`src/rtl/pc_interface_initiator.sv`:
```
// Byte-serial bank access initiator: frames a header (plus write data) into a UART TX FIFO and collects an ack or read data from an RX FIFO.
// o_done pulses one cycle after the final RX pop or timeout; TX stalls byte-for-byte while i_tx_rdy is low.
module pc_interface_initiator #(
    parameter int DATA_WIDTH    = 16,
    parameter int ADDR_WIDTH    = 3,
    parameter int TIMEOUT_WIDTH = 16
) (
    input  logic                  i_clk,
    input  logic                  i_rst,
    input  logic                  i_req,
    input  logic                  i_req_wr,
    input  logic [ADDR_WIDTH-1:0] i_req_addr,
    input  logic [DATA_WIDTH-1:0] i_req_data,
    output logic                  o_busy,
    output logic                  o_done,
    output logic [DATA_WIDTH-1:0] o_rd_data,
    output logic                  o_err,
    output logic [1:0]            o_err_code,
    output logic [7:0]            o_tx_data,
    output logic                  o_tx_wr,
    input  logic                  i_tx_rdy,
    input  logic [7:0]            i_rx_data,
    input  logic                  i_rx_valid,
    output logic                  o_rx_rd
);

    localparam int DATA_BYTES = DATA_WIDTH / 8;
    localparam int BCNT_W     = $clog2(DATA_BYTES + 1);

    typedef enum logic [2:0] {
        IDLE    = 3'd0,
        TX_HDR  = 3'd1,
        TX_DATA = 3'd2,
        RX_ACK  = 3'd3,
        RX_DATA = 3'd4,
        DONE    = 3'd5
    } state_t;

    state_t                  state, state_nxt;
    logic                    wr_q;
    logic [ADDR_WIDTH-1:0]   addr_q;
    logic [DATA_WIDTH-1:0]   data_q;
    logic [DATA_WIDTH-1:0]   rx_shift;
    logic [DATA_WIDTH-1:0]   rx_shift_nxt;
    logic [DATA_WIDTH-1:0]   rd_data_q;
    logic [BCNT_W-1:0]       bcnt;
    logic [TIMEOUT_WIDTH-1:0] tcnt;
    logic [TIMEOUT_WIDTH-1:0] tcnt_inc;
    logic                    err_q;
    logic [1:0]              err_code_q;
    logic                    last_byte;
    logic                    timeout_hit;
    logic [5:0]              addr6;
    logic [7:0]              hdr_byte;
    logic                    tx_wr;
    logic [7:0]              tx_byte;
    logic                    rx_rd;

    assign tcnt_inc     = tcnt + TIMEOUT_WIDTH'(1);
    assign timeout_hit  = (tcnt_inc == '1);
    assign last_byte    = (bcnt == BCNT_W'(DATA_BYTES - 1));
    assign rx_shift_nxt = DATA_WIDTH'({rx_shift, i_rx_data});

    always_comb begin
        addr6                   = '0;
        addr6[ADDR_WIDTH-1:0]   = addr_q;
    end
    assign hdr_byte = {wr_q, 1'b0, addr6};

    always_comb begin
        state_nxt = state;
        tx_wr     = 1'b0;
        tx_byte   = 8'h00;
        rx_rd     = 1'b0;
        case (state)
            IDLE: begin
                // Anything still in the RX FIFO here is stale and gets discarded.
                rx_rd = i_rx_valid;
                if (i_req) state_nxt = TX_HDR;
            end
            TX_HDR: begin
                tx_byte = hdr_byte;
                tx_wr   = i_tx_rdy;
                if (i_tx_rdy) state_nxt = wr_q ? TX_DATA : RX_DATA;
            end
            TX_DATA: begin
                tx_byte = data_q[DATA_WIDTH-1 -: 8];
                tx_wr   = i_tx_rdy;
                if (i_tx_rdy && last_byte) state_nxt = RX_ACK;
            end
            RX_ACK, RX_DATA: begin
                rx_rd = i_rx_valid;
                if (i_rx_valid) begin
                    if (state == RX_ACK || last_byte) state_nxt = DONE;
                end else if (timeout_hit) begin
                    state_nxt = DONE;
                end
            end
            DONE:    state_nxt = IDLE;
            default: state_nxt = IDLE;
        endcase
        if (i_rst) begin
            state_nxt = IDLE;
            tx_wr     = 1'b0;
            tx_byte   = 8'h00;
            rx_rd     = 1'b0;
        end
    end

    always_ff @(posedge i_clk) begin
        if (i_rst) begin
            state      <= IDLE;
            wr_q       <= 1'b0;
            addr_q     <= '0;
            data_q     <= '0;
            rx_shift   <= '0;
            rd_data_q  <= '0;
            bcnt       <= '0;
            tcnt       <= '0;
            err_q      <= 1'b0;
            err_code_q <= 2'b00;
        end else begin
            state <= state_nxt;
            case (state)
                IDLE: begin
                    if (i_req) begin
                        wr_q       <= i_req_wr;
                        addr_q     <= i_req_addr;
                        data_q     <= i_req_data;
                        err_q      <= 1'b0;
                        err_code_q <= 2'b00;
                        bcnt       <= '0;
                        tcnt       <= '0;
                    end
                end
                TX_HDR: begin
                    if (i_tx_rdy) begin
                        bcnt <= '0;
                        tcnt <= '0;
                    end
                end
                TX_DATA: begin
                    if (i_tx_rdy) begin
                        data_q <= data_q << 8;
                        bcnt   <= last_byte ? '0 : bcnt + BCNT_W'(1);
                        tcnt   <= '0;
                    end
                end
                RX_ACK: begin
                    if (i_rx_valid) begin
                        tcnt <= '0;
                        if (i_rx_data != 8'h06) begin
                            err_q      <= 1'b1;
                            err_code_q <= 2'b10;
                        end
                    end else begin
                        tcnt <= tcnt_inc;
                        if (timeout_hit) begin
                            err_q      <= 1'b1;
                            err_code_q <= 2'b01;
                        end
                    end
                end
                RX_DATA: begin
                    if (i_rx_valid) begin
                        tcnt     <= '0;
                        rx_shift <= rx_shift_nxt;
                        bcnt     <= last_byte ? '0 : bcnt + BCNT_W'(1);
                        if (last_byte) rd_data_q <= rx_shift_nxt;
                    end else begin
                        tcnt <= tcnt_inc;
                        if (timeout_hit) begin
                            err_q      <= 1'b1;
                            err_code_q <= 2'b01;
                        end
                    end
                end
                DONE: begin
                    bcnt <= '0;
                    tcnt <= '0;
                end
                default: ;
            endcase
        end
    end

    // Reset blanks every output immediately, not just after the edge.
    assign o_busy     = ~i_rst & (state inside {TX_HDR, TX_DATA, RX_ACK, RX_DATA});
    assign o_done     = ~i_rst & (state == DONE);
    assign o_err      = ~i_rst & err_q;
    assign o_err_code = i_rst ? 2'b00 : err_code_q;
    assign o_rd_data  = i_rst ? '0 : rd_data_q;
    assign o_tx_wr    = tx_wr;
    assign o_tx_data  = tx_byte;
    assign o_rx_rd    = rx_rd;

endmodule

```
`config.mk`:
```
export PLATFORM = sky130hd
export DESIGN_NAME = pc_interface_initiator
export DESIGN_NICKNAME = d
export VERILOG_FILES = /design/src/rtl/pc_interface_initiator.sv
export SDC_FILE = /design/constraint.sdc
export NUM_CORES = 1
export LEC_CHECK = 0
export CAP_MARGIN = 0
export CORE_MARGIN = 4
export CORE_UTILIZATION = 47
export DETAILED_ROUTE_END_ITERATION = 12
export PLACE_DENSITY_LB_ADDON = 0.12
export SYNTH_ARGS = -nofsm -noshare
export SYNTH_HDL_FRONTEND = slang
export SYNTH_SLANG_ARGS = --single-unit
```
`constraint.sdc`:
```
create_clock -name i_clk -period 2.5 [get_ports i_clk]
set_clock_uncertainty 0.05 [all_clocks]
set_input_delay 0.75 -clock i_clk [delete_from_list [all_inputs] [get_ports i_clk]]
set_output_delay 0.75 -clock i_clk [all_outputs]
set_load 0.02 [all_outputs]
```
# ---- Word level (Yosys, flattened, before mapping)
# Index checks and enable logic that the tools add are counted.
# W data, S select, Z words.
dict set report word_totals {
  regBits 68
  input_bits 33
  out_inout_bits 31
  elab_cells 93
}
dict set report classes {
  addsub 2
  n_eq_ne 18
  n_mux 40
  bitwise_logic 4
  n_reduce_logical 19
}
# op count
set ops {}
lappend ops {{$mux W16} 6}
lappend ops {{$pmux W16 S4} 1}
lappend ops {{$pmux W16 S2} 1}
lappend ops {{$mux W3} 7}
lappend ops {{$mux W2} 10}
lappend ops {{$add A16 B1 Y16 const B} 1}
lappend ops {{$eq A16 B16 Y1 const B} 1}
lappend ops {{$pmux W8 S2} 1}
lappend ops {{$ne A2 B2 Y1 const B} 6}
lappend ops {{$pmux W3 S4} 1}
lappend ops {{$pmux W2 S5} 1}
lappend ops {{$reduce_and A5 Y1} 2}
lappend ops {{$mux W1} 9}
lappend ops {{$reduce_and A3 Y1} 3}
lappend ops {{$mux W8} 1}
lappend ops {{$ne A8 B3 Y1 const B} 1}
lappend ops {{$reduce_bool A4 Y1} 2}
lappend ops {{$eq A3 B2 Y1 const B} 2}
lappend ops {{$eq A3 B3 Y1 const B} 2}
lappend ops {{$ne A3 B2 Y1 const B} 2}
lappend ops {{$pmux W2 S3} 1}
lappend ops {{$reduce_bool A5 Y1} 1}
lappend ops {{$reduce_and A2 Y1} 2}
lappend ops {{$reduce_and A4 Y1} 1}
lappend ops {{15 further kinds} 18}

# ---- Depth between registers and ports, before layout
dict set report depth {
  word_depth 5
  mapped_depth 9
  depth_no_buf 8
}

# ---- Least setup slack after synthesis
# OpenSTA, ideal clock, no wires.
dict set report synth_path {
  kind {register -> output}
  startpoint {register state[1]}
  endpoint {output o_tx_data[3]}
  t_arrival_ns 1.665
  required_ns 1.700
  slack_ns 0.035
  path_stages_with_launch 6
  path_buffers 2
  cell_sequence {dfxtp_1 > clkbuf_1 > nand2b_1 > nor2_1 > clkbuf_1 > and3_1}
}
dict set report synth_via {
  elab_chain_len 3
  word_cells_on_any_way 4
}
# item line
set synth_lines {}
lappend synth_lines {{from (decl)} 39} ;# state_t state, state_nxt;
lappend synth_lines {{from (signal assigned)} 123} ;# state <= state_nxt;
lappend synth_lines {{$eq A3 B2 Y1 / $eq A3 B1 Y1 (equally long branches)} 75} ;# case (state)
lappend synth_lines {{$pmux W8 S2 (*)} 75}
lappend synth_lines {{$mux W8 (*)} 102} ;# if (i_rst) begin
lappend synth_lines {{to (decl)} 19} ;# output logic [7:0] o_tx_data,
# Every way passes the cells marked *; elsewhere a longest branch is shown, timed or not.

# ---- Worst setup path after layout
dict set report layout_path {
  startpoint {register tcnt[1]}
  endpoint {register state[0]}
}
dict set report layout_via {
  elab_chain_len 4
}
# item line
set layout_lines {}
lappend layout_lines {{from (decl)} 47} ;# logic [TIMEOUT_WIDTH-1:0] tcnt;
lappend layout_lines {{from (signal assigned)} 157} ;# tcnt <= tcnt_inc;
lappend layout_lines {{from (signal assigned)} 171} ;# tcnt <= tcnt_inc;
lappend layout_lines {{$add A16 B1 Y16} 59} ;# assign tcnt_inc = tcnt + TIMEOUT_WIDTH'(1);
lappend layout_lines {{$eq A16 B16 Y1} 60} ;# assign timeout_hit = (tcnt_inc == '1);
lappend layout_lines {{$ne A3 B1 Y1 (no source line)} n/a}
lappend layout_lines {{$reduce_and A5 Y1 (no source line)} n/a}
# Every way passes these cells.
# A chain may end at the register's enable or synchronous reset.

==> run_results.csv <==
group,metric,value,unit
timing,finalCritPeriodShare,102,%
cells_and_area,area_growth,42.6,%
synthesis,synth_seq_cells,68,
cells_and_area,final_util,70.1,%
floorplanning,initial_core_util,49.1,%
drt,wl_per_cell,14.6,um
cells_and_area,diodes,0,
worst_setup_path,arrival,2770,ps
drt,antenna_left,0,
synthesis,ys_types,57,
power_and_ir_drop,finalPower,3.22,mW
cts,cts_tree,"yes",
worst_hold_path,min_path_type,"flop to flop",
worst_setup_path,endpoint_kind,"flop",
worst_setup_path,worst_path_max_delay_cell,"or4_4",
worst_setup_path,worstPathRequired,2710,ps
power_and_ir_drop,p_per_area,670,nW/um2
timing,relSlewSlack,57.4,%
timing,period_minus_slack,2560,ps
synthesis,yosysSeqAreaShare,40.3,%
drt,dr.pass1.iters,7,
cts,cts_buffers,9,
worst_setup_path,critPathMostFrequentCell,"or4_4",
worst_setup_path,r2r_cells,8,
synthesis,syn_avg_cell_area,8.66,um2
power_and_ir_drop,power.share.clock,32.8,%
power_and_ir_drop,p_comb_share,28.4,%
floorplanning,die-area,8600,um2
floorplanning,ioPinCount,64,
cts,clockBufferDepth,2,
synthesis,syn_area,3380,um2
global_routing,grt_pass1_wl,14200,um
worst_setup_path,path_class,"flop to flop",
worst_setup_path,path_max_fanout,5,
synthesis,synth_fp_nets,425,
worst_setup_path,path_cells,"buf_4 -> nand2_2 -> xnor2_1 -> a31oi_1 -> or4_4 -> or4_4 -> a21oi_4 -> mux2i_1",
synthesis,synth_warnings,0,
cts,clkLatencyLatePin,340,ps
drt,wirelength,8890,um
worst_setup_path,startpoint_type,"flop",
drt,drc,0,
worst_setup_path,worstPathBufferInverterCount,1,
global_routing,grt_max_degree,33,
place,dp.cells,591,
timing,setup_viol,1,
floorplanning,die_x,92.8,um
cells_and_area,fill_cells,568,
cts,clockRootBuffer,"clkbuf_8",
power_and_ir_drop,power_frac_seq,38.8,%
cts,ctsHoldBuffers,0,
timing,finalMaxSlewViolations,0,
cells_and_area,final_common_cell,"buf_4",
outcome,violations,"setup timing",
timing,rsz0062_at_grt,"yes",
timing,hold_viol,0,
drt,num_vias,3280,
timing,max_freq,391,MHz
cts,path_clk_slew,70,ps
cells_and_area,final_cell_mix,"buf_4 (72), dfxtp_1 (63), nor2_1 (61)",
timing,tns,-59.4,ps
global_routing,antenna_found_initial,0,
run,drv_cap,0,
floorplanning,die_h,92.8,um
synthesis,synth_edf_count,0,
worst_setup_path,cp_top_family,"simple AND/OR/NAND/NOR gates",
drt,drtIter0Drc,199,
floorplanning,row_count,30,
power_and_ir_drop,switching_share,30.9,%
timing,whs,413,ps
cts,clock-sinks,68,
place,numPortBuffers,63,
synthesis,ys.flop_type,"dfxtp_1",
place,dp_hpwl,6250,um
outcome,status,"finished, violations left",
global_routing,grt_pass1_vias,3050,
worst_setup_path,slowest_delay,590,ps
floorplanning,core-area,6870,um2
drt,via_per_inst,5.39,
global_routing,grt_overflow_total,0,
synthesis,synthCells,390,
global_routing,track_usage,20.3,%
cells_and_area,stdcell_count,609,
worst_setup_path,cp.depth,8,
timing,fin_ws,-59.4,ps
place,gp_congestion,0.828,
power_and_ir_drop,cell_internal_pwr,2.23,mW
cells_and_area,nets,543,
cells_and_area,drive_gt1_share,26.1,%
synthesis,ys_async_sr_fraction,0,%
worst_hold_path,hold_depth,1,
power_and_ir_drop,leakage,2.01,nW
cts,htreeDepth,3,
power_and_ir_drop,switchingPower,997,uW
power_and_ir_drop,peakVddDrop,0.000452,V
timing,worst-slew-pin-transition,640,ps
[cell families (layout without fill, tap and decap cells)]
logic type / Yosys count / in the layout / share of synthesized area (%)
flops: 68 / 68 / 40.3
simple gates: 159 / 159 / 24.7
mux: 27 / 27 / 8.04
xor+xnor: 7 / 7 / 1.82
buf+inv: 34 / 157 / 4.86
fa+ha+maj: 2 / 2 / 0.741
compound gates: 93 / 93 / 19.5
[path summary, 6_finish.rpt]
check / slack (ps) / start / to
max: -60 / tcnt[1] / state[0]
max reg2reg: -60 / tcnt[1] / state[0]
min: 410 / err_q / err_q
min reg2reg: 410 / err_q / err_q
[flip-flops by register name, indices dropped and copies added, names as in the netlist]
signal	flops
state	3
tcnt	16
rx_shift	8
data_q	16
rd_data_q	16
err_q	1
bcnt	2
wr_q	1
addr_q	3
err_code_q	2
[synthesized netlist by cell type, types with 4 or more instances]
library cell / number / share of area, %
mux2i_1: 26 / 7.7
nand3_1: 4 / 0.59
a21oi_1: 19 / 2.8
nor2b_1: 22 / 4.1
inv_1: 5 / 0.56
o21ai_0: 10 / 1.5
nand3b_1: 4 / 0.89
nand4_1: 5 / 0.93
a211oi_1: 10 / 2.2
nand2_1: 19 / 2.1
a31oi_1: 8 / 1.5
clkbuf_1: 21 / 2.3
nor3_1: 6 / 0.89
a311oi_1: 6 / 1.6
dfxtp_1: 68 / 40
o22a_1: 12 / 3.1
xnor2_1: 4 / 1.0
a22oi_1: 14 / 3.1
nor2_1: 64 / 7.1
nor4_1: 4 / 0.74
and3_1: 6 / 1.1
[layer usage]
metal | wire length [um] | GRT usage, % | up-vias | share of wire (%)
met2 | 4250 | 32.2 | 101 | 48
li1 | - | - | 1638 | -
met1 | 4060 | 27.2 | 1534 | 46
met4 | 71 | 7.08 | 0 | 0.80
met5 | 0 | 0 | - | 0
met3 | 506 | 4.47 | 7 | 5.7
[through the flow]
stage | cell area (um2) | setup slack, ps
3_3_place_gp | 4520 | -349
4_1_cts | 4720 | 11.5
2_1_floorplan | 3380 | 34.8
3_5_place_dp | 4520 | -347
5_1_grt | 4810 | -153
6_report | 4810 | -59.4
[worst register-to-register path: stages (launching register included)]
cell     delay [ps]
dfxtp_2         360
buf_4           150
nand2_2         120
xnor2_1         170
a31oi_1         110
or4_4           540
or4_4           590
a21oi_4         190
mux2i_1         210
[final cells by class]
type	count	area [um2]	area share, %
repair buffers	136	1120	23.2
clock inverters	5	83.8	1.74
multi-input cells	288	1950	40.6
well taps	96	120	2.50
clock buffers	11	151	3.15
inverters	5	18.8	0.390
flip-flops and latches	68	1370	28.5
[what timing repair did]
item | 4_1_cts | 5_1_grt
gates resized for setup | 40 | 44
setup endpoints to repair | 32 | 35
pin swaps | 0 | 7
buffers inserted | 0 | 2
[power groups by stage]
stage,Clock [mW],Combinational [mW],Sequential (mW)
after floorplan,0,0.563,1.25
after global placement,0,0.872,1.27
after detailed placement,0,0.892,1.27
after CTS,1.07,0.887,1.25
after global routing,1.13,1.00,1.26
final,1.06,0.916,1.25
(Power assumes the default switching activity.)
